**src/rtl/uart_rx_pkg.sv**
```systemverilog
// Shared constants for the UART receive path.
// Frame length helper adds the single stop bit to the data bit count.
package uart_rx_pkg;

  localparam int UART_CLKS_PER_BIT = 10;
  localparam int UART_SAMPLE_POINT = 2;
  localparam int UART_DATA_BITS    = 8;

  function automatic int frame_bits(input int data_bits);
    return data_bits + 1;
  endfunction

endpackage

```
**src/rtl/flex_counter.sv**
```systemverilog
// Up-counter with synchronous clear and programmable rollover back to 1.
// rollover_flag is a level that is high while the count equals rollover_val.
module flex_counter #(
  parameter int NUM_CNT_BITS = 4
) (
  input  logic                    clk,
  input  logic                    n_rst,
  input  logic                    clear,
  input  logic                    count_enable,
  input  logic [NUM_CNT_BITS-1:0] rollover_val,
  output logic [NUM_CNT_BITS-1:0] count_out,
  output logic                    rollover_flag
);

  logic [NUM_CNT_BITS-1:0] count_q;
  logic [NUM_CNT_BITS-1:0] count_d;

  // Clear beats count; a full count wraps to 1 so 0 only ever means "idle".
  always_comb begin
    count_d = count_q;
    if (clear) begin
      count_d = '0;
    end else if (count_enable) begin
      if (count_q == rollover_val) begin
        count_d = NUM_CNT_BITS'(1);
      end else begin
        count_d = count_q + NUM_CNT_BITS'(1);
      end
    end
  end

  always_ff @(posedge clk or negedge n_rst) begin
    if (!n_rst) begin
      count_q <= '0;
    end else begin
      count_q <= count_d;
    end
  end

  assign count_out     = count_q;
  assign rollover_flag = (count_q == rollover_val);

endmodule

```
**src/rtl/rx_timer.sv**
```systemverilog
// UART receive bit-timing generator: one shift strobe per bit at the sample
// point, then packet_done held until the controller drops enable_timer.
module rx_timer
  import uart_rx_pkg::*;
#(
  parameter int CLKS_PER_BIT = UART_CLKS_PER_BIT,
  parameter int SAMPLE_POINT = UART_SAMPLE_POINT,
  parameter int DATA_BITS    = UART_DATA_BITS
) (
  input  logic clk,
  input  logic n_rst,
  input  logic enable_timer,
  output logic shift_strobe,
  output logic packet_done
);

  localparam int NUM_BITS = frame_bits(DATA_BITS);
  localparam int CLK_W    = $clog2(CLKS_PER_BIT + 1);
  localparam int BIT_W    = $clog2(NUM_BITS + 1);

  logic [CLK_W-1:0] clk_cnt;
  logic [BIT_W-1:0] bit_cnt;
  logic             clk_wrap_unused;

  // The clock counter freezes once the frame is complete.
  flex_counter #(
    .NUM_CNT_BITS(CLK_W)
  ) u_clk_counter (
    .clk          (clk),
    .n_rst        (n_rst),
    .clear        (!enable_timer),
    .count_enable (enable_timer && !packet_done),
    .rollover_val (CLK_W'(CLKS_PER_BIT)),
    .count_out    (clk_cnt),
    .rollover_flag(clk_wrap_unused)
  );

  // Strobes stop at NUM_BITS, so this counter saturates rather than wrapping.
  flex_counter #(
    .NUM_CNT_BITS(BIT_W)
  ) u_bit_counter (
    .clk          (clk),
    .n_rst        (n_rst),
    .clear        (!enable_timer),
    .count_enable (shift_strobe),
    .rollover_val (BIT_W'(NUM_BITS)),
    .count_out    (bit_cnt),
    .rollover_flag(packet_done)
  );

  assign shift_strobe = enable_timer
                     && (clk_cnt == CLK_W'(SAMPLE_POINT))
                     && (bit_cnt < BIT_W'(NUM_BITS));

endmodule
```
**config.mk**
```make
export PLATFORM = sky130hd
export DESIGN_NAME = rx_timer
export DESIGN_NICKNAME = d
export VERILOG_FILES = /design/src/rtl/uart_rx_pkg.sv /design/src/rtl/flex_counter.sv /design/src/rtl/rx_timer.sv
export SDC_FILE = /design/constraint.sdc
export NUM_CORES = 1
export LEC_CHECK = 0
export CAP_MARGIN = 20
export CORE_MARGIN = 2
export CORE_UTILIZATION = 30
export DETAILED_ROUTE_END_ITERATION = 10
export GPL_ROUTABILITY_DRIVEN = 0
export MAX_ROUTING_LAYER = met4
export PLACE_DENSITY = 0.44
export RECOVER_POWER = 25
export SYNTH_ARGS = -nofsm -noshare
export SYNTH_HDL_FRONTEND = slang
export SYNTH_HIERARCHICAL = 1
export SYNTH_SLANG_ARGS = --single-unit
```
**constraint.sdc**
```tcl
create_clock -name clk -period 4 [get_ports clk]
set_clock_uncertainty 0.1 [all_clocks]
set_input_delay 0.6 -clock clk [delete_from_list [all_inputs] [get_ports clk]]
set_output_delay 0.6 -clock clk [all_outputs]
set_load 0.02 [all_outputs]
```
### Yosys cells after proc, flatten, opt, wreduce, memory -nomap -nowiden

Cells that the tools add are included.

| storage, ports and cells | value |
|---|---|
| output and inout port bits | 2 |
| bits in read-only memories | 0 |
| RAM bits | 0 |
| memories kept | 0 |
| logic and storage cells | 20 |
| register bits | 8 |
| input port bits | 3 |
| latch bits | 0 |

| operators by class | value |
|---|---|
| multipliers | 0 |
| add/subtract/negate cells | 2 |
| mux-type cells | 6 |
| shifts and indexed selects | 0 |
| div/mod/pow operators | 0 |
| reduce and logical (&&, ||, !) cells | 4 |
| magnitude comparators | 1 |
| bitwise logic cells | 0 |
| equal/unequal tests | 5 |

Operators by type and width:

| operator | number |
|---|---|
| $mux W4 | 6 |
| $add A4 B1 Y4 const B | 2 |
| $eq A4 B4 Y1 const B | 2 |
| $eq A4 B2 Y1 const B | 1 |
| $lt A4 B4 Y1 const B | 1 |
| $ne A2 B1 Y1 const B | 2 |
| $logic_and A1 B1 Y1 | 3 |
| $logic_not A1 Y1 | 1 |

### Depth between registers and ports, before layout

Gate-level depths: netlist (run 1).

| depth | value |
|---|---|
| word-level depth | 5 |
| depth in mapped cells | 7 |
| mapped depth without buffers | 6 |

### By module

Netlist (run 1), hierarchy kept.

Modules (own cells, without submodules):

| module | area each (um^2) | cells each | instances |
|---|---|---|---|
| flex_counter | 281.5 | 27 | 2 |
| rx_timer | 37.5 | 7 | 1 |

### Worst setup path before layout (run 1)

Ideal clock, no wire load.

| timing path | value |
|---|---|
| kind | flip-flop to flip-flop |
| from | reg u_bit_counter.count_q[1] (netlist: u_bit_counter/count_out[1]) |
| to | reg u_clk_counter.count_q[3] (netlist: u_clk_counter/count_out[3]) |
| setup slack | 1.975 ns |
| arrival | 1.813 ns |
| required time | 3.789 ns |
| clock period less this slack | 2.025 ns |
| stages on the path, launching flop included | 8 |
| cell sequence | dfrtp_1 > xor2_1 > nor4_4 > nor2_1 > clkbuf_2 > nand2_1 > mux2i_1 > a2111oi_2 |

| on the way | value |
|---|---|
| word-level cells in the longest chain between the ends | 4 |

Ends and longest elaborated chain:

| what | line | source |
|---|---|---|
| start: declaration | flex_counter.sv:15 | `logic [NUM_CNT_BITS-1:0] count_q;` |
| start signal: assignment | flex_counter.sv:36 | `count_q <= count_d;` |
| $eq A4 B4 Y1 | flex_counter.sv:41 | `assign rollover_flag = (count_q == rollover_val);` |
| via packet_done | rx_timer.sv:14 | `output logic packet_done` |
| $logic_not A1 Y1 | rx_timer.sv:32 | `.count_enable (enable_timer && !packet_done),` |
| $logic_and A1 B1 Y1 | rx_timer.sv:32 |  |
| $ne A2 B1 Y1 (no source line) | n/a |  |
| end signal: assignment | flex_counter.sv:36 |  |
| end: declaration | flex_counter.sv:15 |  |

The timed path passes the listed nets, and every way through them passes these cells.
A chain may end at the register's enable or synchronous reset.

### Final worst setup path (run 1)

| timing path | value |
|---|---|
| from | reg u_clk_counter.count_q[0] (netlist: u_clk_counter/count_out[0]) |
| to | out shift_strobe |

| on the way | value |
|---|---|
| word-level cells in the longest chain between the ends | 3 |

Ends and longest elaborated chain:

| what | line | source |
|---|---|---|
| $eq A4 B2 Y1 | rx_timer.sv:52 | `&& (clk_cnt == CLK_W'(SAMPLE_POINT))` |
| $logic_and A1 B1 Y1 | rx_timer.sv:52 |  |
| $logic_and A1 B1 Y1 | rx_timer.sv:53 | `&& (bit_cnt < BIT_W'(NUM_BITS));` |
| end: declaration | rx_timer.sv:13 | `output logic shift_strobe,` |

Every way passes these cells.

==> results of run 1 <==
==> layout by cell type (no fill, tap or decap) <==
cell type / n
xor2_1: 8
ha_1: 2
clkdlybuf4s50_1: 3
and3_1: 1
nand3b_1: 2
nand2_1: 6
dlygate4sd3_1: 1
o32ai_1: 4
conb_1: 8
nor4b_1: 1
mux2i_1: 2
a2111oi_2: 2
nor2_1: 7
o21a_1: 2
nand3_1: 2
mux2_2: 2
inv_1: 3
clkbuf_4: 3
dfrtp_1: 8
nor4_4: 2
or2b_1: 2
o31ai_1: 1
==> power by group through the flow <==
stage	combinational, mW	sequential [mW]	clock, mW
floorplan	0.0243	0.0881	0
global placement	0.0314	0.0891	0
detailed placement	0.0316	0.0891	0
CTS	0.0317	0.0877	0.0648
global route	0.0353	0.0883	0.0701
finish	0.0312	0.0877	0.0610
==> per-stage QoR <==
| step | power (mW) | area, um^2 | hold WS [ps] |
|---|---|---|---|
| floorplan | 0.112 | 623 | 204 |
| global placement | 0.120 | 687 | 499 |
| detailed placement | 0.121 | 687 | 502 |
| CTS | 0.184 | 709 | 513 |
| global route | 0.194 | 709 | 534 |
| finish | 0.180 | 709 | 507 |
==> layer usage <==
layer	up-vias	share of wire (%)
li1	233	-
met3	2	5.3
met1	206	51
met4	0	0.87
met5	-	0
met2	6	43
==> worst max-delay path, delay by kind of cell, from the launching register on <==
kind | cells | cell delay (ps)
simple gates | 2 | 770
flops | 1 | 450
buf+inv | 1 | 670
==> registers in the layout, indices dropped and copies added, names as in the netlist <==
register                 count
u_bit_counter/count_out      4
u_clk_counter/count_out      4
==> kinds of logic (layout without fill, tap and decap cells) <==
kind of cell	count (synthesis)	after routing	synth area share [%]
AOI/OAI and AO/OA	9	9	14.6
xor gates and xnor gates	8	8	11.7
adders and majority gates	2	2	4.17
buffers and inverters	5	10	3.54
DFF	8	8	33.3
muxes	4	4	7.08
other	2	8	1.25
and+or+nand+nor	23	23	24.4
==> worst paths after layout <==
check / start / end / slack, ps / depth (start not counted)
max: u_clk_counter/count_out[0] / shift_strobe / 1150 / 3
min: u_clk_counter/count_out[1] / u_clk_counter/count_out[1] / 510 / 2
max reg2reg: u_bit_counter/count_out[1] / u_clk_counter/count_out[3] / 1910 / 6
min reg2reg: u_clk_counter/count_out[1] / u_clk_counter/count_out[1] / 510 / 2
max in group asynchronous: n_rst / u_clk_counter/count_out[0] / 2920 / 1
min in group asynchronous: n_rst / u_bit_counter/count_out[1] / 600 / 1
==> final cells by class <==
class | count | area, um^2
Multi-Input combinational cell | 54 | 402
Clock buffer | 3 | 22.5
Inverter | 3 | 11.3
Fill cell | 210 | 1210
Timing Repair Buffer | 4 | 40.0
Tap cell | 27 | 33.8
Sequential cell | 8 | 200
==> out/qor.txt, run 1 <==
Post-CTS Setup Bufs: 0
Slew Viols, Final: 0
CP cell instances: nor4b_1 -> and3_1 -> clkdlybuf4s50_1
area delta synth->final: 18.1%
cell-internal power: 0.130 mW
die area: 2380 um^2
Main synth FF type: dfrtp_1
post-layout util: 36.9%
Seq pwr share: 48.8%
Inserted Diodes: 0
Final period util: 71.2%
Worst-Skew Late Latency: 250 ps
layout cells sized above 1: 12.5%
# hold bufs at CTS: 0
Hold Crit Class: flip-flop to flip-flop
outcome: finished, final reports clean
post-route setup TNS: 0 ps
Synth cell types: 20
Worst-Margin Slew: 563 ps
hpwl dp: 774 um
number of synthesized flops with an enable pin: 0
fin cells: 99
gr ovfl total: 0
NumNets Final: 79
port buffer count: 4
max incr delay on CP: 670 ps
routed wire length: 1040 um
CP required: 3300 ps
initial antenna violation count: 0
ys async rst share: 100%
die width: 48.7 um
#FFs+latches synth: 8
Clock Power Share: 33.9%
crit path DAT: 2150 ps
Max-cap violations: 0
top cells by count, synth: dfrtp_1, xor2_1, nor2_1
CP endpoint kind: output pin
gr usage total: 10.6%
Site Rows: 16
I/O Pins: 5
Fin. Hold Viols: 0
Yosys top cell by area: dfrtp_1
Seq/Total Area, Yosys: 33.3%
Core Region: 1920 um^2
largest net degree at the start of global routing: 14
RSZ-0062 raised after global routing: no
crit path time final: 2850 ps
Worst Path Max Fanout: 10
Synth Instances: 61
dpl ws: 1190 ps
Area contributors post-synth: dfrtp_1, xor2_1, nor4_4
maximum vdd ir drop: 0.147 mV
Initial Util: 31.3%
Max Fclk: 351 MHz
CTS resizes: 0
layer with the highest usage: met1
Worst setup SP type: flip-flop
Synth top area share: 33.3%
Residual DRC: 0
H-tree depth: 1
total number of vias: 447
CTS tree: yes
combinational share of power: 17.4%
met2 Use GR: 11.2%
M1 GR Usage: 16.1%
Die Ht: 48.7 um
First-pass DRT Iterations: 4
drt wl/cell: 10.5 um
global-route wire length before repair: 1840 um
CTS buffer count: 3
Slew headroom: 62.3%
M3 GR Usage: 5.86%
CP max stage cell: clkdlybuf4s50_1
Leak: 0.308 nW
Antenna Nets Post-Route: 0
Cell Area, Synth: 601 um^2
switching share of power: 27.7%
Root Buffer: clkbuf_4
final worst slack: 1150 ps
Clock Sinks: 8
syn_area_per_cell: 9.85 um^2
P_sw: 0.0499 mW
vias in the first global route: 375
DR iter-0 viols: 10
Cell Pwr Density: 254 nW/um^2
Max Buffers Root-to-Sink: 2
Final setup viols: 0
number of synthesis warnings: 6
Crit Path Category: flip-flop to output pin
vias per std cell: 4.52
Worst-path clk slew: 50 ps
Cells after DPL: 96
Power figures use the tool's default switching activity.
==> run 2: changes to the inputs <==
Clock period 4 ns to 2.7 ns, I/O delays scaled along.
==> run 2 against run 1 <==
Via count increased by 5.8%. Highest routed layer unchanged. Die area unchanged. Flip-flop and latch count unchanged. Register-to-register slack got worse by 1300 ps. Count of clock-buffer cells in the layout unchanged. Sequential power increased by 48%. Final area increased by 3.9%. Worst setup slack got worse by 990 ps. Global-route usage increased by 0.77 points.
==> out/qor.txt, run 2 (synthesis gave the netlist of run 1 again) <==
Die Ht: 48.7 um
Leak: 0.321 nW
Residual DRC: 0
CP endpoint kind: output pin
final worst slack: 160 ps
I/O Pins: 5
Site Rows: 16
global-route wire length before repair: 1930 um
Hold Crit Class: input pin to asynchronous set/reset pin
vias in the first global route: 425
Slew Viols, Final: 0
gr ovfl total: 0
area delta synth->final: 22.7%
CTS tree: yes
largest net degree at the start of global routing: 13
die width: 48.7 um
CP max stage cell: clkdlybuf4s50_1
RSZ-0062 raised after global routing: no
CP cell instances: nor4b_1 -> and3_4 -> clkdlybuf4s50_1
gr usage total: 11.3%
post-route setup TNS: 0 ps
Antenna Nets Post-Route: 0
Worst Path Max Fanout: 10
Final period util: 94.1%
Max-cap violations: 0
Max Fclk: 394 MHz
Final setup viols: 0
max incr delay on CP: 620 ps
most frequent cells in the layout: xor2_1, conb_1, dfrtp_1
maximum vdd ir drop: 0.238 mV
NumNets Final: 82
crit path time final: 2540 ps
Core Region: 1920 um^2
footprint of the multi-input gates: 407 um^2
H-tree depth: 1
Worst-path clk slew: 50 ps
dpl ws: 280 ps
Initial Util: 31.3%
Post-DP Area: 709 um^2
Max Buffers Root-to-Sink: 2
total number of vias: 473
layout cells sized above 1: 17.3%
crit path DAT: 2040 ps
delay-heaviest family, CP: simple AND/OR/NAND/NOR gates
Worst-Skew Late Latency: 250 ps
routed wire length: 1070 um
initial antenna violation count: 0
DR iter-0 viols: 7
Inserted Diodes: 0
CP required: 2190 ps
hpwl dp: 818 um
vias per std cell: 4.64
fillers: 209
Register Area: 200 um^2
Crit Path Category: flip-flop to output pin
Post-CTS Setup Bufs: 0
Cell Pwr Density: 364 nW/um^2
port buffer count: 4
Worst setup SP type: flip-flop
drt wl/cell: 10.5 um
CTS buffer count: 3
First-pass DRT Iterations: 4
Clock Sinks: 8
Tot Pwr: 0.268 mW
outcome: finished, final reports clean
design area: 737 um^2
R2R Setup Slk: 640 ps
Buf/Inv on CP: 1
Root Buffer: clkbuf_4
die area: 2380 um^2
Fin. Hold Viols: 0
==> run 2: cell type report <==
cell class                 count  area share [%]
sequential                     8            27.2
multi-input combinational     54            55.2
clock buffer                   3            3.06
timing repair buffer           7            8.49
inverter                       3            1.53
tap                           27            4.58
==> run 2: path summary, 6_finish.rpt <==
kind,start,to,depth (start not counted)
setup / recovery,u_clk_counter/count_out[0],shift_strobe,3
hold / removal,n_rst,u_bit_counter/count_out[2],1
setup reg to reg,u_bit_counter/count_out[0],u_clk_counter/count_out[2],7
hold reg to reg,u_clk_counter/count_out[1],u_clk_counter/count_out[1],2
max in group asynchronous,n_rst,u_bit_counter/count_out[3],1
min in group clk,u_clk_counter/count_out[1],u_clk_counter/count_out[1],2
==> run 2: through the flow <==
stage	utilization (%)	cells	hold slack [ps]
after floorplan	-	67	9.41
after global placement	36.9	99	506
after detailed placement	36.9	99	512
after CTS	38.1	102	336
after global routing	38.3	102	420
final	38.3	102	396
==> run 2: power by group <==
group          total [mW]  internal [mW]  switching (mW)
clock network      0.0883         0.0507          0.0377
registers           0.130          0.124         0.00616
logic              0.0500         0.0213          0.0287
==> run 2: timing repair <==
action	in CTS	in global routing
gates resized for setup	0	2
hold buffers	0	0
setup endpoints to repair	0	1
==> run 2: per-layer routing <==
layer	global-route usage, %	share of wire [%]	vias up	wire, um
met5	-	0	-	0
met4	5.71	1.7	0	18
met3	4.94	5.0	2	53
met2	15.3	45	6	481
met1	14.3	48	227	517
li1	-	-	238	-
==> run 3: changes to the inputs <==
Settings changed: CORE_AREA set to 2 2 39 41, CORE_MARGIN 2 to not set, CORE_UTILIZATION 30 to not set, DIE_AREA set to 0 0 41 43, PLACE_DENSITY 0.44 to 0.62.
==> run 3 against run 2 <==
Sequential share of layout area is 0.71 points higher. Worst setup slack better by 120 ps. Global-route usage rose by 6.6 points. Largest cell class unchanged. Utilization is 14 points higher.
==> out/qor.txt, run 3 (synthesis gave the netlist of run 1 again) <==
vias per std cell: 5.14
CP required: 2190 ps
First-pass DRT Iterations: 5
Antenna Nets Post-Route: 0
Slew Viols, Final: 0
post-layout util: 51.9%
RSZ-0062 raised after global routing: no
port buffer count: 4
Max Buffers Root-to-Sink: 2
drt wl/cell: 13.3 um
I/O Pins: 5
H-tree depth: 1
area delta synth->final: 19.6%
outcome: finished, final reports clean
gr ovfl total: 0
Hold Crit Class: input pin to asynchronous set/reset pin
Cell Pwr Density: 382 nW/um^2
CTS tree: yes
Reg2Reg Depth: 8
CTS buffer count: 3
die area: 1760 um^2
Worst Path Max Fanout: 5
CP endpoint kind: output pin
total number of vias: 468
post-route setup TNS: 0 ps
routed wire length: 1210 um
Post-CTS Setup Bufs: 0
Crit Path Category: flip-flop to output pin
largest net degree at the start of global routing: 14
# hold bufs at CTS: 0
Leak: 0.323 nW
Max-cap violations: 0
hpwl dp: 918 um
vias in the first global route: 433
maximum vdd ir drop: 0.232 mV
hold slack: 391 ps
Inserted Diodes: 0
initial antenna violation count: 0
Tot Pwr: 0.275 mW
Die Ht: 43 um
die width: 41 um
Site Rows: 14
Clock Sinks: 8
crit path time final: 2420 ps
Core Region: 1380 um^2
Worst setup SP type: flip-flop
CP max stage cell: clkdlybuf4s50_1
NumNets Final: 82
crit path DAT: 1920 ps
DR iter-0 viols: 4
Fin. Hold Viols: 0
global-route wire length before repair: 1990 um
most frequent cells in the layout: xor2_1, conb_1, dfrtp_1
gr usage total: 17.9%
Worst-Skew Late Latency: 260 ps
Worst-path clk slew: 60 ps
Final setup viols: 0
Residual DRC: 0
Initial Util: 43.4%
layout cells sized above 1: 16.0%
max incr delay on CP: 660 ps
Max Fclk: 413 MHz
CP cell instances: xor2_1 -> nor4_4 -> clkdlybuf4s50_1
CTS resizes: 0
Root Buffer: clkbuf_4
Final period util: 89.7%
-- run 3: critical path, delay by kind of cell (launching register included) --
family	cells	cell delay, ps
and+or+nand+nor	1	350
xor gates and xnor gates	1	210
DFF	1	440
buffers and inverters	1	660
-- run 3: path summary, 6_finish.rpt --
check,from,endpoint,slack [ps]
min,n_rst,u_bit_counter/count_out[2],390
max in group asynchronous,n_rst,u_clk_counter/count_out[3],1830
min reg2reg,u_bit_counter/count_out[1],u_bit_counter/count_out[1],550
max,u_bit_counter/count_out[1],packet_done,280
min in group clk,u_bit_counter/count_out[1],u_bit_counter/count_out[1],550
max reg2reg,u_bit_counter/count_out[1],u_clk_counter/count_out[3],590
-- run 3: metal layers --
layer | up-vias | GRT usage [%] | part of all wire, %
met4 | 0 | 4.00 | 1.2
li1 | 237 | - | -
met1 | 218 | 22.4 | 48
met5 | - | - | 0
met3 | 4 | 9.42 | 4.7
met2 | 9 | 25.3 | 46
-- run 3: stage by stage --
step	cell area, um^2	setup WS [ps]	std cells
finish	718	278	91
floorplan	623	675	67
global route	718	161	91
global placement	696	563	88
detailed placement	696	539	88
CTS	718	257	91
-- run 3: report_power, final --
group / switching, mW / internal (mW) / total, mW
Clock: 0.0429 / 0.0510 / 0.0939
Combinational: 0.0303 / 0.0206 / 0.0508
Sequential: 0.00609 / 0.124 / 0.130
Total: 0.0792 / 0.195 / 0.275
-- run 3: area by class of cell --
class | instances | area (um^2)
sequential | 8 | 200
fill | 134 | 666
tap | 16 | 20.0
clock buffer | 3 | 22.5
timing repair buffer | 7 | 62.6
multi-input combinational | 54 | 402
inverter | 3 | 11.3
